**config.mk**
```make
export PLATFORM = sky130hd
export DESIGN_NAME = mmu_tlb_search_ctrl
export DESIGN_NICKNAME = d
export VERILOG_FILES = /design/src/rtl/mmu_tlb_search_ctrl.sv
export SDC_FILE = /design/constraint.sdc
export NUM_CORES = 1
export LEC_CHECK = 0
export CAP_MARGIN = 20
export CORE_MARGIN = 8
export CORE_UTILIZATION = 35
export CTS_CLUSTER_DIAMETER = 120
export DETAILED_ROUTE_END_ITERATION = 12
export PLACE_DENSITY = 0.71
export SLEW_MARGIN = 10
export SYNTH_ARGS = -nofsm -noshare
export SYNTH_HDL_FRONTEND = slang
export SYNTH_SLANG_ARGS = --single-unit
```
**constraint.sdc**
```tcl
create_clock -name clk -period 3.7 [get_ports clk]
set_input_delay 0.37 -clock clk [delete_from_list [all_inputs] [get_ports clk]]
set_output_delay 0.37 -clock clk [all_outputs]
set_load 0.01 [all_outputs]
```
**src/rtl/mmu_tlb_search_ctrl.sv**
```systemverilog
// Sequential TLB search shared by IMMU and DMMU: round-robin grant, one entry
// read per two cycles, first (lowest-index) matching entry wins.
module mmu_tlb_search_ctrl #(
   parameter int ENTRY_NUM = 16,
   parameter int IDX_W     = 4
) (
   input  logic             clk,
   input  logic             rst,
   input  logic             i_req,
   input  logic [31:0]      i_ea,
   input  logic             i_as,
   input  logic             d_req,
   input  logic [31:0]      d_ea,
   input  logic             d_as,
   input  logic [7:0]       PID0,
   input  logic [7:0]       PID1,
   input  logic [7:0]       PID2,
   input  logic             tlb_wr_busy,
   output logic             tlb_rd_en,
   output logic [IDX_W-1:0] tlb_rd_idx,
   input  logic             tlb_entry_V,
   input  logic             tlb_entry_TS,
   input  logic [7:0]       tlb_entry_TID,
   input  logic [19:0]      tlb_entry_EPN,
   output logic             i_done,
   output logic             d_done,
   output logic             hit,
   output logic [IDX_W-1:0] hit_idx,
   output logic             busy
);

   typedef enum logic [1:0] {S_IDLE, S_RD, S_CMP, S_DONE} state_e;

   localparam logic [IDX_W-1:0] LAST_IDX = IDX_W'(ENTRY_NUM - 1);

   state_e           state_q, state_d;
   logic [IDX_W-1:0] idx_q, idx_d;
   logic [19:0]      epn_q, epn_d;
   logic             as_q, as_d;
   logic [7:0]       pid0_q, pid0_d, pid1_q, pid1_d, pid2_q, pid2_d;
   logic             side_q, side_d;   // 1 = DMMU owns the running search
   logic             last_q, last_d;   // 1 = DMMU won the last grant
   logic             hit_q, hit_d;
   logic [IDX_W-1:0] hit_idx_q, hit_idx_d;
   logic             grant_d, match;

   logic unused_ea;
   assign unused_ea = ^{i_ea[11:0], d_ea[11:0]};

   // On a tie, hand the search to whichever side did not win last time.
   assign grant_d = d_req && (!i_req || !last_q);

   assign match = tlb_entry_V && (tlb_entry_TS == as_q) && (tlb_entry_EPN == epn_q) &&
                  ((tlb_entry_TID == 8'd0) || (tlb_entry_TID == pid0_q) ||
                   (tlb_entry_TID == pid1_q) || (tlb_entry_TID == pid2_q));

   always_ff @(posedge clk or negedge rst) begin
      if (!rst) begin
         state_q   <= S_IDLE;
         idx_q     <= '0;
         epn_q     <= '0;
         as_q      <= 1'b0;
         pid0_q    <= '0;
         pid1_q    <= '0;
         pid2_q    <= '0;
         side_q    <= 1'b0;
         last_q    <= 1'b0;
         hit_q     <= 1'b0;
         hit_idx_q <= '0;
      end else begin
         state_q   <= state_d;
         idx_q     <= idx_d;
         epn_q     <= epn_d;
         as_q      <= as_d;
         pid0_q    <= pid0_d;
         pid1_q    <= pid1_d;
         pid2_q    <= pid2_d;
         side_q    <= side_d;
         last_q    <= last_d;
         hit_q     <= hit_d;
         hit_idx_q <= hit_idx_d;
      end
   end

   always_comb begin
      state_d   = state_q;
      idx_d     = idx_q;
      epn_d     = epn_q;
      as_d      = as_q;
      pid0_d    = pid0_q;
      pid1_d    = pid1_q;
      pid2_d    = pid2_q;
      side_d    = side_q;
      last_d    = last_q;
      hit_d     = hit_q;
      hit_idx_d = hit_idx_q;
      tlb_rd_en = 1'b0;
      i_done    = 1'b0;
      d_done    = 1'b0;
      unique case (state_q)
         S_IDLE: begin
            if (i_req || d_req) begin
               side_d  = grant_d;
               last_d  = grant_d;
               epn_d   = grant_d ? d_ea[31:12] : i_ea[31:12];
               as_d    = grant_d ? d_as : i_as;
               pid0_d  = PID0;
               pid1_d  = PID1;
               pid2_d  = PID2;
               idx_d   = '0;
               state_d = S_RD;
            end
         end
         S_RD: begin
            if (!tlb_wr_busy) begin
               tlb_rd_en = 1'b1;
               state_d   = S_CMP;
            end
         end
         S_CMP: begin
            // A concurrent tlbwe may have changed any entry: restart from 0.
            if (tlb_wr_busy) begin
               idx_d   = '0;
               state_d = S_RD;
            end else if (match) begin
               hit_d     = 1'b1;
               hit_idx_d = idx_q;
               state_d   = S_DONE;
            end else if (idx_q == LAST_IDX) begin
               hit_d     = 1'b0;
               hit_idx_d = '0;
               state_d   = S_DONE;
            end else begin
               idx_d   = idx_q + 1'b1;
               state_d = S_RD;
            end
         end
         S_DONE: begin
            i_done  = !side_q;
            d_done  = side_q;
            state_d = S_IDLE;
         end
         default: state_d = S_IDLE;
      endcase
   end

   assign tlb_rd_idx = idx_q;
   assign hit        = hit_q;
   assign hit_idx    = hit_idx_q;
   assign busy       = (state_q != S_IDLE);

endmodule

```
**Yosys cells after proc, flatten, opt, wreduce, memory -nomap -nowiden**

Cells that the tools add are included.

- Logic and storage cells: 66
- Register bits: 57
- Input bits: 125
- Output and inout bits: 13

- Eq/ne operators: 13
- Reduce and logical (&&, ||, !) cells: 20
- Add/sub/neg operators: 1
- Bitwise logic cells: 1
- Multiplexer cells: 21

Operators by type and width:

| kind | number |
|---|---|
| $eq A8 B8 Y1 | 3 |
| $mux W4 | 6 |
| $eq A20 B20 Y1 | 1 |
| $mux W20 | 1 |
| $mux W2 | 5 |
| $logic_not A8 Y1 | 1 |
| $pmux W2 S4 | 1 |
| $pmux W4 S2 | 1 |
| $mux W1 | 7 |
| $ne A3 B3 Y1 const B | 2 |
| $reduce_bool A2 Y1 | 3 |
| $logic_or A1 B1 Y1 | 5 |
| $add A4 B1 Y4 const B | 1 |
| $eq A2 B2 Y1 const B | 2 |
| $eq A4 B4 Y1 const B | 1 |
| $logic_and A1 B1 Y1 | 4 |
| $ne A2 B2 Y1 const B | 2 |
| $reduce_and A2 Y1 | 2 |
| $reduce_and A4 Y1 | 1 |
| $reduce_and A3 Y1 | 1 |
| $eq A2 B1 Y1 const B | 1 |
| $logic_not A1 Y1 | 2 |
| $logic_not A2 Y1 | 1 |
| $eq A1 B1 Y1 | 1 |
| $not A1 Y1 | 1 |

**Longest topological paths before layout**

- Depth in word-level cells: 8
- Gate-level depth with buffers: 7
- Gate-level depth less buffers: 7

**Least setup slack after synthesis**

Ideal clock, no wire load.

- Kind: flip-flop to flip-flop
- Start: register epn_q[1]
- End: register idx_q[0] (netlist: tlb_rd_idx[0])
- Slack: 1.199 ns
- Arrival time: 2.373 ns
- Data required time: 3.572 ns
- Library setup time: 0.128 ns
- Period minus slack after synthesis: 2.501 ns
- Cell stages (with the launch flop): 7
- Buffers on the path: 0
- Cell sequence: dfrtp_1 -> xor2_1 -> or4_1 -> or4_4 -> a211oi_4 -> or2b_2 -> mux2_1

- Word-level cells in the longest chain between the ends: 5

Ends and longest elaborated chain:

| item | RTL line | text |
|---|---|---|
| start, declared | 38 | `logic [19:0] epn_q, epn_d;` |
| start signal, assigned | 73 | `epn_q <= epn_d;` |
| $eq A20 B20 Y1 | 53 | `assign match = tlb_entry_V && (tlb_entry_TS == as_q) && (tlb_entry_EPN == epn_q) &&` |
| $logic_and A1 B1 Y1 (2 in series) | 53 |  |
| $ne A3 B3 Y1 (no line) | n/a |  |
| $reduce_and A4 Y1 (no line) | n/a |  |
| end signal, assigned | 72 | `idx_q <= idx_d;` |
| end, declared | 37 | `logic [IDX_W-1:0] idx_q, idx_d;` |

No other way between the ends.
A chain may end at the register's enable or synchronous reset.

**Worst setup path in the final report**

- Start: input tlb_entry_EPN[1]
- End: register idx_q[0] (netlist: tlb_rd_idx[0])

- Word-level cells in the longest chain between the ends: 5

Ends and longest elaborated chain:

| item | RTL line | text |
|---|---|---|
| start, declared | 24 | `input logic [19:0] tlb_entry_EPN,` |
| $eq A20 B20 Y1 | 53 |  |
| $logic_and A1 B1 Y1 (2 in series) | 53 |  |
| $ne A3 B3 Y1 (no line) | n/a |  |
| $reduce_and A4 Y1 (no line) | n/a |  |

No other way between the ends.

==> summary.txt <==
Fmax achieved: 369 MHz
Share of layout cells above drive strength 1: 13.8%
Mapped Nets: 402
Status: complete, no violations
Synthesis-to-finish area growth: 48.1%
Via count: 2,410
Final setup violation count: 0
Worst hold slack: 0.0339 ns
Sw frac: 32.9%
Core area: 0.00855 mm2
Clock share of power: 21.2%
CTS Hold Bufs: 0
Post-synthesis sequential area ratio: 47.0%
EDFF count, synth: 0
Peak supply drop: 0.234 mV
GRT Overall Usage: 13.9%
RSZ-0062 raised after global routing: false
DRC: 0
Starting density of the core: 35.5%
Die ar.: 0.0119 mm2
Largest net degree at the start of global routing: 68
CTS buffer count: 9
Worst Path Arrival: 2.92 ns
Flop pwr share: 41.8%
Worst-margin pin slew: 0.920 ns
Final setup TNS: 0 ns
Reg area: 0.00143 mm2
Maxcap violations: 0
CTS clk-pin slew, worst paths: 0.06 ns
Synthesis Warnings: 0
Final Core Density: 52.6%
Slew HR: 38.5%
Root buffer cell: clkbuf_8
Pre-CTS setup slack: 0.631 ns
Top-Level Pins: 138
Number of H-tree levels: 3
Vias per cell: 4.76
Net switching power: 0.859 mW
Chip height: 109 um
Row cnt: 34
WL/cell: 15.7 um
TritonCTS clock tree: yes
Post-CTS Setup Inserts: 0
LEAKAGE: 1.87 nW
GP Congestion: 0.781
Crit-path max FO: 7
Dpl cells: 490
Post-synth top flop: dfrtp_1
First-pass GRT wire length: 12,900 um
Ant. Diodes: 0
DR iter-0 viols: 61
Synth Register Bits: 57
Power Internal: 1.75 mW
Clock Skew: 0.00820 ns
Gr ovfl total: 0
# nets final: 519
Setup crit end kind: flop
Port bufs: 113
Routed Antenna Nets: 0
Average cell area after synthesis: 11.0 um2
Final hold vios: 0
Clock Latency Late Sink: 0.33 ns
Worst path required time: 3.90 ns
Critical path class: in -> reg
Clock sink count: 57
CP Launch Type: input pin
WL final: 7960 um
Post-DP HPWL: 6300 um
FFs w/ async S/R, synth: 100%
Initial antenna violation count: 0
Post-cts sizing count: 0
HP Class: in -> async
Gate power share: 37.0%
Maximum root-to-sink buffer count: 2
Crit path time final: 2.71 ns
Die width: 109 um
Multi-input logic area: 0.00159 mm2
PnR worst setup slack: 0.989 ns
Max-slew violations: 0
Final Cycle Share: 73.3%
Non-Filler Instances: 506
DR pass1 iterations: 4
Post-Synthesis Cells: 276
Yosys cell types: 34
Mapped cell area: 0.00304 mm2
Vias in the first global route: 2,650
Pwr Density: 580 mW/mm2
Filler Cell Count: 793
[power groups by stage]
stage / logic (mW) / registers, mW / clock network (mW)
finish: 0.966 / 1.09 / 0.554
global route: 1.08 / 1.13 / 0.599
CTS: 0.986 / 1.09 / 0.572
detailed placement: 0.981 / 1.10 / 0
global placement: 0.960 / 1.09 / 0
floorplan: 0.698 / 1.05 / 0
[cells by family (layout without fill, tap and decap cells)]
| kind of cell | after synthesis | after routing | share of synthesized area [%] |
|---|---|---|---|
| AO/OA/AOI/OAI | 36 | 36 | 6.96 |
| XOR/XNOR | 46 | 46 | 13.3 |
| adder cells (fa/ha/maj) | 1 | 1 | 0.412 |
| buffers and inverters | 11 | 133 | 1.36 |
| flip-flops | 57 | 57 | 47.0 |
| multiplexers | 51 | 51 | 18.0 |
| AND/OR/NAND/NOR | 74 | 74 | 13.0 |
[critical path, cell delays in order]
cell and delay (ns):
clkdlybuf4s50_1 0.41, xor2_1 0.16, or4_1 0.51, or4_4 0.54, a211oi_4 0.39, or2b_2 0.21, mux2_1 0.32
[flip-flops by register name, summed over array words and instances, names as in the netlist]
signal and count:
as_q 1, epn_q 20, hit 1, hit_idx 4, last_q 1, pid0_q 8, pid1_q 8, pid2_q 8
state_q 2, tlb_rd_idx 4
[cell usage in the layout (no fill, tap or decap), types with 2 or more instances in the layout]
cell / n
mux2i_1: 21
clkinv_2: 2
xor2_1: 30
or4_1: 2
nand3_1: 3
and3_1: 2
dfrtp_1: 57
nor3_1: 4
nand2_1: 28
nor2b_1: 6
a22oi_1: 2
buf_4: 3
nand4_1: 6
nor2_1: 5
clkbuf_8: 13
o21ai_0: 29
nor4_1: 9
mux2_2: 29
xnor2_1: 16
clkdlybuf4s50_1: 112
[metal layers]
| layer | wire, um | vias up | GRT usage, % |
|---|---|---|---|
| met1 | 3310 | 1127 | 15.9 |
| met5 | 0 | - | 0 |
| met2 | 4020 | 63 | 23.6 |
| met3 | 490 | 13 | 3.90 |
| li1 | - | 1207 | - |
| met4 | 146 | 0 | 6.45 |
[synth_stat cells, types with 2 or more instances]
master,count,area share [%]
a22oi_1,2,0.49
and3_1,2,0.41
clkbuf_1,10,1.2
dfrtp_1,57,47
mux2_2,29,11
mux2i_1,21,6.9
nand2_1,28,3.5
nand3_1,3,0.49
nand4_1,6,1.2
nor2_1,5,0.62
nor2b_1,6,1.2
nor3_1,4,0.66
nor4_1,9,1.9
o21ai_0,29,4.8
or4_1,2,0.49
xnor2_1,16,4.6
xor2_1,30,8.7
[final cells by class]
class / count / area share, %
Clock buffer: 14 / 4.06
Sequential cell: 57 / 31.7
Inverter: 1 / 0.0834
Tap cell: 108 / 3.00
Multi-Input combinational cell: 208 / 35.4
Timing Repair Buffer: 116 / 25.5
Clock inverter: 2 / 0.223
[path summary, 6_finish.rpt]
check	startpoint	endpoint	slack [ns]	cells past startpoint
setup / recovery	tlb_entry_EPN[1]	tlb_rd_idx[0]	0.99	7
hold / removal	rst	epn_q[9]	0.03	1
setup reg to reg	epn_q[1]	tlb_rd_idx[0]	1.04	6
hold reg to reg	epn_q[7]	epn_q[7]	0.50	2
max in group asynchronous	rst	hit_idx[2]	2.82	2
min in group clk	epn_q[7]	epn_q[7]	0.50	2
[stage by stage]
step                power (mW)  cell area (um2)
floorplan                 1.74             3040
global placement          2.05             4310
detailed placement        2.08             4310
CTS                       2.65             4500
global route              2.81             4500
finish                    2.61             4500
Power figures use the tool's default switching activity.
